File: config.mk
export PLATFORM = sky130hd
export DESIGN_NAME = cla4_serial_adder_ctrl
export DESIGN_NICKNAME = d
export VERILOG_FILES = /design/src/rtl/cla4_serial_adder_ctrl.sv
export SDC_FILE = /design/constraint.sdc
export NUM_CORES = 1
export LEC_CHECK = 0
export ABC_CLOCK_PERIOD_IN_PS = 6600
export BUFFER_PORTS_ARGS = -buffer_cell sky130_fd_sc_hd__buf_2
export CAP_MARGIN = 20
export CORE_ASPECT_RATIO = 0.5
export CORE_MARGIN = 5
export CORE_UTILIZATION = 50
export CTS_CLUSTER_DIAMETER = 120
export DETAILED_ROUTE_END_ITERATION = 6
export GPL_TIMING_DRIVEN = 0
export MAX_ROUTING_LAYER = met4
export PLACE_DENSITY = 0.72
export SLEW_MARGIN = 20
export SYNTH_ARGS = -nofsm -noshare
export SYNTH_HDL_FRONTEND = slang
export SYNTH_SLANG_ARGS = --single-unit
File: constraint.sdc
create_clock -name clk -period 6.6 [get_ports clk]
set_input_delay 0.99 -clock clk [delete_from_list [all_inputs] [get_ports clk]]
set_output_delay 0.99 -clock clk [all_outputs]
set_load 0.03 [all_outputs]
File: src/rtl/cla4_serial_adder_ctrl.sv
// Nibble-serial WIDTH-bit add/subtract built around a single 4-bit carry-lookahead slice.
// Latency: done pulses WIDTH/4 clock edges after the edge that accepted start.
// Backpressure: ready is low while a nibble sweep is running; start is ignored then.

module cla4 (
    input  logic [3:0] x,
    input  logic [3:0] y,
    input  logic       carryIn,
    output logic [3:0] s,
    output logic       carryOut
);
    logic [3:0] g;
    logic [3:0] p;
    logic [3:0] c;

    // Generate/propagate lookahead: every internal carry is a flat function of g, p and carryIn.
    always_comb begin
        g        = x & y;
        p        = x ^ y;
        c[0]     = carryIn;
        c[1]     = g[0] | (p[0] & carryIn);
        c[2]     = g[1] | (p[1] & g[0]) | (p[1] & p[0] & carryIn);
        c[3]     = g[2] | (p[2] & g[1]) | (p[2] & p[1] & g[0]) | (p[2] & p[1] & p[0] & carryIn);
        carryOut = g[3] | (p[3] & g[2]) | (p[3] & p[2] & g[1]) | (p[3] & p[2] & p[1] & g[0])
                 | (p[3] & p[2] & p[1] & p[0] & carryIn);
        s        = p ^ c;
    end
endmodule

module cla4_serial_adder_ctrl #(
    parameter int WIDTH = 16
) (
    input  logic             clk,
    input  logic             rst_n,
    input  logic             start,
    input  logic             op,
    input  logic [WIDTH-1:0] a,
    input  logic [WIDTH-1:0] b,
    input  logic             carryInput,
    output logic             ready,
    output logic             done,
    output logic [WIDTH-1:0] sum,
    output logic             carryOutput,
    output logic             overflow
);
    localparam int NIBBLES = WIDTH / 4;
    localparam int CW      = (NIBBLES > 1) ? $clog2(NIBBLES) : 1;
    localparam logic [CW-1:0] LAST = CW'(NIBBLES - 1);

    typedef enum logic [1:0] {IDLE, RUN, DONE} state_t;

    state_t           state;
    logic [WIDTH-1:0] aReg;
    logic [WIDTH-1:0] bEff;
    logic [WIDTH-1:0] partial;
    logic [WIDTH-1:0] nextPartial;
    logic             cReg;
    logic [CW-1:0]    cnt;
    logic [CW+1:0]    base;
    logic [3:0]       sliceSum;
    logic             sliceCarry;

    assign base = {cnt, 2'b00};

    cla4 slice (
        .x        (aReg[base +: 4]),
        .y        (bEff[base +: 4]),
        .carryIn  (cReg),
        .s        (sliceSum),
        .carryOut (sliceCarry)
    );

    // Partial sum with the current nibble merged in; on the last nibble this is the full result.
    always_comb begin
        nextPartial              = partial;
        nextPartial[base +: 4]   = sliceSum;
    end

    // Sequencer: capture operands on accept, sweep nibbles LSB first, publish result on the last one.
    always_ff @(posedge clk or negedge rst_n) begin
        if (!rst_n) begin
            state       <= IDLE;
            ready       <= 1'b1;
            done        <= 1'b0;
            sum         <= '0;
            carryOutput <= 1'b0;
            overflow    <= 1'b0;
            aReg        <= '0;
            bEff        <= '0;
            partial     <= '0;
            cReg        <= 1'b0;
            cnt         <= '0;
        end else begin
            case (state)
                IDLE, DONE: begin
                    done <= 1'b0;
                    if (start) begin
                        aReg  <= a;
                        bEff  <= op ? ~b : b;
                        cReg  <= op ? 1'b1 : carryInput;
                        cnt   <= '0;
                        state <= RUN;
                        ready <= 1'b0;
                    end else begin
                        state <= IDLE;
                        ready <= 1'b1;
                    end
                end
                RUN: begin
                    partial <= nextPartial;
                    cReg    <= sliceCarry;
                    cnt     <= cnt + 1'b1;
                    if (cnt == LAST) begin
                        state       <= DONE;
                        ready       <= 1'b1;
                        done        <= 1'b1;
                        sum         <= nextPartial;
                        carryOutput <= sliceCarry;
                        // Carry into the MSB is a^b^sum at that bit; XOR with carry-out flags signed overflow.
                        overflow    <= aReg[WIDTH-1] ^ bEff[WIDTH-1] ^ nextPartial[WIDTH-1] ^ sliceCarry;
                    end
                end
                default: begin
                    state <= IDLE;
                    ready <= 1'b1;
                    done  <= 1'b0;
                end
            endcase
        end
    end
endmodule

==> impl_metrics.tcl, run 1 <==
set metrics [dict create \
    cts_max_path_buffers 2 \
    drt_first_pass_iters 4 \
    ys_seq_area_frac 0.5163 \
    finalClockSkew_ps 4.985 \
    setup.worst_path.end_class "flip-flop" \
    routed_wl_mm 7.919 \
    cts_tree "yes" \
    synth_edf_count 0 \
    yosys-top-cells-area "dfrtp_1 (51%), mux2_2 (5.2%), mux4_2 (5.2%)" \
    htreeDepth 3 \
    finalMaxSlewViolations 0 \
    pwr_density_cell_nw_per_um2 622.8 \
    grt_max_degree 38 \
    syn_to_final_growth_pct 21.96 \
    cp.arrival_ps 3610 \
    grt_pass1_wl_mm 13.28 \
    ys_types 42 \
    cp_slowest_stage_delay_ps 570 \
    drc 0 \
    synth.net_count 359 \
    setup_viol 0 \
    nNetsFinal 426 \
    dieArea_um2 8857 \
    path_clk_slew_ps 60 \
    postSynthCellCount 311 \
    cp_max_fo 10 \
    fin_total_pwr_w 0.002653 \
    synthArstFlopShare 1.000 \
    worst_slew_pin_slew_ps 621.9 \
    rrSetupSlack_ps 3240 \
    drt_iter0_drc 201 \
    grt-ovfl-total 0 \
    r2r-start "cnt[0]" \
    hold_viol_final 0 \
    fillers 569 \
    netlist.area_leader.share 0.5088 \
    grtUsageTotal 0.1952 \
    setup.worst_path.start "cnt[0]" \
    initial_core_util 0.5192 \
    port_buffers 55 \
    clock_sinks 72 \
    hp-start "sum[3]" \
    p_leak_nw 1.952 \
    die_w_um 128.2 \
    fmax_mhz 298.0 \
    synth_flop_cell "dfrtp_1" \
    max-slew-margin-rel 0.5824 \
    ctsHoldBuffers 0 \
    cts_setup_buffers 0 \
    critPathKind "flip-flop to flip-flop" \
    hpwlAfterDp_mm 5.705 \
    worstSetupStartpointType "flip-flop" \
    cp_slowest_cell "mux4_2" \
    fp.dieH_um 69.10 \
    drive_gt1_frac 0.2872 \
    antenna_cells_inserted 0 \
    root_buffer "clkbuf_16" \
    clkLatencyLatePin_ps 330 \
    cp_cell_sequence "clkbuf_2, buf_2, mux4_2, ha_1, o21ai_1, o21ai_2, xnor2_1, nand2_1, o21ai_0" \
    fp.coreArea_um2 6726 \
    gp_congestion 0.8795 \
    avgSynthCellArea_um2 11.23 \
    cts_buffers 9 \
    fin_util 0.6332 \
    post_cts_resized 0 \
    fin_crit_ps 3356 \
    synth_area_um2 3492 \
    fin_setup_tns_ps 0 \
    yosys_register_bits 72 \
    hp-class "flip-flop to flip-flop" \
    grt_pass1_vias 2703 \
    avgViaCountPerCell 5.512 \
    status "finished clean" \
    ioPinCount 57 \
    num_vias 2618 \
    routedWlPerCell_um 16.67 \
    vdd_ir_drop_max_uv 312.0 \
    drtAntennaViolNets 0 \
    yosysWarnings 0 \
    synth_area_leader_cell "dfrtp_1" \
    rows 21 \
    max-cap-violations 0 \
    final.period_utilization 0.5085 \
    cp.required_ps 6850 \
    rsz0062_at_grt "false" \
    antenna_found_initial 0 \
]
## flip-flops by register name, summed over array words and instances, names as in the netlist
| signal | cells |
|---|---|
| cnt | 2 |
| aReg | 16 |
| overflow | 1 |
| state | 1 |
| cReg | 1 |
| carryOutput | 1 |
| partial | 16 |
| bEff | 16 |
| sum | 16 |
| ready | 1 |
| done | 1 |
## final timing paths
check / to / cells after the start
min: sum[3] / 2
min reg2reg: sum[3] / 2
max reg2reg: partial[11] / 9
max: partial[11] / 9
min in group asynchronous: aReg[13] / 1
max in group asynchronous: sum[11] / 2
## critical path: cells and delay by family (launching register included)
kind                     cells  cell delay [ps]
AO/OA/AOI/OAI                3              610
buffers and inverters        2              570
XOR/XNOR                     1              500
multiplexers                 1              570
flip-flops                   1              390
AND/OR/NAND/NOR              1              280
adder cells (fa/ha/maj)      1              360
## metrics by stage
| stage | worst slack [ps] | cells | cell area, um^2 | hold WS (ps) |
|---|---|---|---|---|
| final | 3244 | 475 | 4259 | 470.2 |
| after global routing | 2968 | 475 | 4259 | 490.8 |
| after CTS | 3200 | 475 | 4259 | 477.8 |
| after detailed placement | 3214 | 459 | 3905 | 464.8 |
| after global placement | 3294 | 458 | 3882 | 458.2 |
| after floorplan | 3864 | 311 | 3492 | 442.2 |
## area by class of cell
type | count | area [um^2] | share of cell area
inverter | 17 | 63.81 | 0.01498
buffer | 15 | 65.06 | 0.01528
sequential | 72 | 1803 | 0.4233
clock buffer | 10 | 239.0 | 0.05611
clock inverter | 6 | 115.1 | 0.02703
timing repair buffer | 56 | 297.8 | 0.06992
multi-input combinational | 207 | 1560 | 0.3663
tap | 92 | 115.1 | 0.02703
## routing by layer
metal	wire length (um)	vias to the layer above	track usage
met3	455	23	0.05324
met4	168	0	0.08000
li1	-	1239	-
met2	3775	76	0.2922
met5	0	-	-
met1	3520	1280	0.2520
## where the power goes
part	leakage, nW	internal, W	switching (W)
clock	0.169	0.000381	0.000191
combinational	0.879	0.000494	0.000840
sequential	0.904	0.000637	0.000108
total	1.95	0.00151	0.00114
## cells in the final DEF, fill, tap and decap left out, types with 2 or more instances in the layout
master	synthesis	final
a21oi_1	8	8
a22o_1	12	12
and2_1	3	3
and3_1	2	2
buf_2	6	60
bufinv_16	0	3
clkbuf_1	8	8
clkbuf_16	0	9
dfrtp_1	71	71
ha_1	10	10
inv_1	17	17
mux2_2	16	16
mux4_2	8	8
nand2_1	41	41
nand2b_1	2	2
nand3_1	2	2
nor2_1	5	5
nor2b_1	9	9
o21a_1	8	8
o21ai_0	34	34
o221ai_1	9	9
xnor2_1	18	18
## cell usage after synthesis (2+ instances only)
master    number
dfrtp_1       71
o21ai_0       34
mux2_2        16
mux4_2         8
xnor2_1       18
inv_1         17
nor2b_1        9
and3_1         2
nor2_1         5
a22o_1        12
o221ai_1       9
ha_1          10
nand3_1        2
buf_2          6
nand2_1       41
and2_1         3
clkbuf_1       8
a21oi_1        8
o21a_1         8
nand2b_1       2
## logic make-up (layout without fill, tap and decap cells)
| logic type | after synthesis | in the layout | share of synthesized area |
|---|---|---|---|
| compound gates | 84 | 84 | 0.1612 |
| flops | 72 | 72 | 0.5163 |
| simple gates | 69 | 69 | 0.09316 |
| buf+inv | 32 | 104 | 0.03690 |
| mux | 24 | 24 | 0.1032 |
| xor+xnor | 19 | 19 | 0.04765 |
| fa+ha+maj | 11 | 11 | 0.04156 |
Note: power is estimated with default switching activity, not from simulation.
==> run 2, diff against run 1 <==
--- a/config.mk
+++ b/config.mk
@@ -5,7 +5,7 @@
 export SDC_FILE = /design/constraint.sdc
 export NUM_CORES = 1
 export LEC_CHECK = 0
-export ABC_CLOCK_PERIOD_IN_PS = 6600
+export ABC_CLOCK_PERIOD_IN_PS = 2800
 export BUFFER_PORTS_ARGS = -buffer_cell sky130_fd_sc_hd__buf_2
 export CAP_MARGIN = 20
 export CORE_ASPECT_RATIO = 0.5
@@ -15,7 +15,7 @@
 export DETAILED_ROUTE_END_ITERATION = 6
 export GPL_TIMING_DRIVEN = 0
 export MAX_ROUTING_LAYER = met4
-export PLACE_DENSITY = 0.72
+export PLACE_DENSITY = 0.75
 export SLEW_MARGIN = 20
 export SYNTH_ARGS = -nofsm -noshare
 export SYNTH_HDL_FRONTEND = slang
==> constraint.sdc (replaced) <==
create_clock -name clk -period 2.8 [get_ports clk]
set_input_delay 0.42 -clock clk [delete_from_list [all_inputs] [get_ports clk]]
set_output_delay 0.42 -clock clk [all_outputs]
set_load 0.03 [all_outputs]
==> impl_metrics.tcl, run 2 (synthesis results as in run 1) <==
set metrics [dict create \
    status "finished clean" \
    fin_setup_tns_ps 0 \
    cp.arrival_ps 3000 \
    drt_first_pass_iters 4 \
    initial_core_util 0.5192 \
    multi_input_area_um2 1599 \
    syn_to_final_growth_pct 22.43 \
    avgViaCountPerCell 5.422 \
    final.period_utilization 0.9801 \
    grt-ovfl-total 0 \
    gp_congestion 0.9084 \
    rows 21 \
    max-slew-margin-rel 0.6306 \
    path_clk_slew_ps 50 \
    dieArea_um2 8857 \
    clkLatencyLatePin_ps 340 \
    grt_pass1_wl_mm 13.52 \
    final_cell_mix "dfrtp_1 (71), buf_2 (60), nand2_1 (41), o21ai_0 (34)" \
    nNetsFinal 430 \
    drc 0 \
    cts_max_path_buffers 2 \
    htreeDepth 3 \
    hpwlAfterDp_mm 6.008 \
    drt_iter0_drc 263 \
    fp.dieH_um 69.10 \
    root_buffer "clkbuf_16" \
    fmax_mhz 364.4 \
    antenna_cells_inserted 0 \
    clock_sinks 72 \
    fin_util 0.6356 \
    grt_max_degree 38 \
    cp_max_fo 6 \
    vdd_ir_drop_max_uv 647.8 \
    antenna_found_initial 0 \
    fin_total_pwr_w 0.006380 \
    setup.worst_path.end_class "flip-flop" \
    worst_slew_pin_slew_ps 550.2 \
    ioPinCount 57 \
    fin_crit_ps 2744 \
    p_leak_nw 1.957 \
    hold_viol_final 0 \
    drtAntennaViolNets 0 \
    cts_buffers 9 \
    fillers 512 \
    finalClockSkew_ps 5.014 \
    final_cells 479 \
    grtUsageTotal 0.2007 \
    grt_pass1_vias 2768 \
    port_buffers 55 \
    hp-class "input pin to asynchronous set/reset pin" \
    routedWlPerCell_um 17.49 \
    rrSetupSlack_ps 60 \
    max-cap-violations 0 \
    critPathKind "flip-flop to flip-flop" \
    worstSetupStartpointType "flip-flop" \
    pwr_density_cell_nw_per_um2 1492 \
    seq_area_um2 1803 \
    cp.required_ps 3060 \
    setup_viol 0 \
    dp_cells 459 \
    fp.coreArea_um2 6726 \
    finalMaxSlewViolations 0 \
    final_common_cell "dfrtp_1" \
    routed_wl_mm 8.377 \
    drive_gt1_frac 0.2997 \
    cts_tree "yes" \
    num_vias 2597 \
    ctsHoldBuffers 0 \
    finalHoldWorstSlack_ps 42.89 \
    die_w_um 128.2 \
]
==> run 2: cell count changes in the layout (fill, tap and decap cells not counted), moves of 2 or more <==
cell,change
buf_4,+4
clkbuf_1,+3
bufinv_16,-3
clkbuf_8,+3
ha_1,-2
==> run 2: final cells by class <==
cell class / count / share of cell area
Clock buffer: 16 / 0.06585
Timing Repair Buffer: 60 / 0.07668
Buffer: 15 / 0.01990
Sequential cell: 72 / 0.4217
Multi-Input combinational cell: 207 / 0.3740
Inverter: 17 / 0.01493
Tap cell: 92 / 0.02692
==> run 2: worst max-delay path: stages (launching register included) <==
cell and delay, ps:
dfrtp_1 380, clkbuf_8 190, mux4_2 530, ha_1 380
a211oi_4 320, or2_2 200, o21ai_0 110, a2111o_1 400
a31oi_1 160
==> run 2: repair_timing <==
action | in CTS | in global routing
buffers inserted | 1 | 3
endpoints found under the setup margin | 27 | 9
gates cloned | 0 | 0
pin swaps | 0 | 4
gates resized for setup | 7 | 7
==> run 2: per-stage QoR <==
step                      instance area [um^2]  worst slack (ps)
after floorplan                           3492             63.84
after global placement                    3882            -304.3
after detailed placement                  3905            -439.5
after CTS                                 4222             8.094
after global routing                      4275            -71.80
final                                     4275             55.61
==> run 2: power breakdown <==
group	internal, W	leakage [nW]	switching (W)	total [W]
clock	0.000673	0.137	0.000404	0.00108
sequential	0.00150	0.904	0.000254	0.00176
combinational	0.00145	0.915	0.00209	0.00354
==> run 2: metal layers <==
layer  global-route usage  vias to the layer above  share of wire
met5                    -                        -              0
met2               0.3193                       63           0.52
met3              0.05015                       13          0.047
li1                     -                     1244              -
met4              0.08588                        0          0.014
met1               0.2440                     1277           0.42
==> run 2: worst paths after layout <==
kind	from	endpoint	depth (start not counted)
worst min register to register	sum[15]	sum[15]	2
worst min-delay path	rst_n	aReg[9]	1
worst max-delay path	cnt[0]	overflow	8
max in group asynchronous	rst_n	partial[0]	2
min in group clk	a[8]	aReg[8]	2
worst max register to register	cnt[0]	overflow	8
==> run 3, diff against run 2 <==
--- a/config.mk
+++ b/config.mk
@@ -8,7 +8,7 @@
 export ABC_CLOCK_PERIOD_IN_PS = 2800
 export BUFFER_PORTS_ARGS = -buffer_cell sky130_fd_sc_hd__buf_2
 export CAP_MARGIN = 20
-export CORE_ASPECT_RATIO = 0.5
+export CORE_ASPECT_RATIO = 2
 export CORE_MARGIN = 5
 export CORE_UTILIZATION = 50
 export CTS_CLUSTER_DIAMETER = 120
==> impl_metrics.tcl, run 3 (synthesis results as in run 1) <==
set metrics [dict create \
    status "finished clean" \
    final.period_utilization 0.9687 \
    fin_crit_ps 2712 \
    drive_gt1_frac 0.3127 \
    grt_pass1_wl_mm 13.63 \
    worstSetupStartpointType "flip-flop" \
    final_common_cell "dfrtp_1" \
    hold_viol_final 0 \
    root_buffer "clkbuf_16" \
    ioPinCount 57 \
    cts_buffers 9 \
    setup_viol 0 \
    antenna_cells_inserted 0 \
    nNetsFinal 430 \
    syn_to_final_growth_pct 24.94 \
    port_buffers 55 \
    multi_input_area_um2 1632 \
    fillers 607 \
    cp.arrival_ps 2970 \
    finalMaxSlewViolations 0 \
    rrSetupSlack_ps 90 \
    cp.required_ps 3060 \
    drt_first_pass_iters 5 \
    dieArea_um2 8857 \
    fp.dieH_um 128.2 \
    fin_ws_ps 87.76 \
    seq_area_um2 1803 \
    setup.worst_path.end_class "flip-flop" \
    max-cap-violations 0 \
    grt_pass1_vias 2889 \
    gp_congestion 0.8933 \
    drtAntennaViolNets 0 \
    critPathKind "flip-flop to flip-flop" \
    routed_wl_mm 8.486 \
    cts_tree "yes" \
    clkLatencyLatePin_ps 340 \
    cp_max_fo 10 \
    avgViaCountPerCell 5.572 \
    grt-ovfl-total 0 \
    hp-class "input pin to flip-flop" \
    rows 43 \
    pre_cts_ws_ps -538.5 \
    antenna_found_initial 0 \
    max-slew-margin-rel 0.6250 \
    finalClockSkew_ps 4.603 \
    htreeDepth 3 \
    clock_sinks 72 \
    path_clk_slew_ps 60 \
    final_cell_mix "dfrtp_1 (71), buf_2 (59), nand2_1 (41), o21ai_0 (34)" \
    die_w_um 69.10 \
    initial_core_util 0.5071 \
    fmax_mhz 368.7 \
    fp.coreArea_um2 6887 \
    drc 0 \
    grt_max_degree 54 \
    rsz0062_at_grt "false" \
    hpwlAfterDp_mm 6.218 \
    worst_slew_pin_slew_ps 558.5 \
    grtUsageTotal 0.2067 \
    num_vias 2658 \
    routedWlPerCell_um 17.79 \
    drt_iter0_drc 183 \
    cts_max_path_buffers 2 \
]
## run 3: cell count changes in the layout (fill, tap and decap cells not counted), moves of 2 or more
cell | previous run | this run
bufinv_16 | 0 | 2
clkinv_2 | 0 | 3
o21ai_2 | 2 | 0
o21ai_4 | 0 | 2
clkbuf_1 | 11 | 7
clkbuf_8 | 4 | 2
## run 3: final timing paths
| check | start | end | depth (start not counted) |
|---|---|---|---|
| max | cnt[0] | overflow | 9 |
| min | a[6] | aReg[6] | 2 |
| max reg2reg | cnt[0] | overflow | 9 |
| min reg2reg | sum[5] | sum[5] | 2 |
| max in group asynchronous | rst_n | aReg[9] | 3 |
| min in group asynchronous | rst_n | partial[14] | 2 |
## run 3: through the flow
stage	utilization	area, um^2	setup TNS, ps	std cells	hold slack, ps
global route	0.6335	4363	0	477	308.6
floorplan	-	3492	0	311	124.4
finish	0.6335	4363	0	477	309.5
global placement	0.5634	3880	-5572	456	454.5
detailed placement	0.5678	3910	-6216	457	322.5
CTS	0.6225	4287	0	476	303.4
## run 3: what timing repair did
item	CTS	global route
endpoints found under the setup margin	22	14
pin swaps	1	4
cloned	0	0
hold buffers	1	0
hold endpoints to repair	18	0
resized for setup	8	12
setup buffers	2	1
## run 3: layer usage
layer	GRT usage	vias to the layer above	wire length (um)
met5	-	-	0
met4	0.1703	0	512
met3	0.04396	37	404
met2	0.3671	101	4744
met1	0.1829	1277	2824
li1	-	1243	-
## run 3: critical path, cell delays in order, from the launching register on
cell	delay [ps]
dfrtp_1	360
clkbuf_8	170
buf_12	140
mux4_2	540
ha_2	360
and2_1	170
o21ai_0	160
o21ai_0	160
a2111o_1	410
a31oi_1	160
## run 3: layout make-up
class                      instances  area share
clock inverter                     6     0.01893
inverter                          17     0.01463
clock buffer                      10     0.05477
sequential                        72      0.4132
tap                               90     0.02581
timing repair buffer              60     0.07743
buffer                            15     0.02122
multi-input combinational        207      0.3740
Power of run 3 is left out: the tool's default activity adds up to more than one toggle a clock period on the data nets, which glitch-free logic cannot reach.
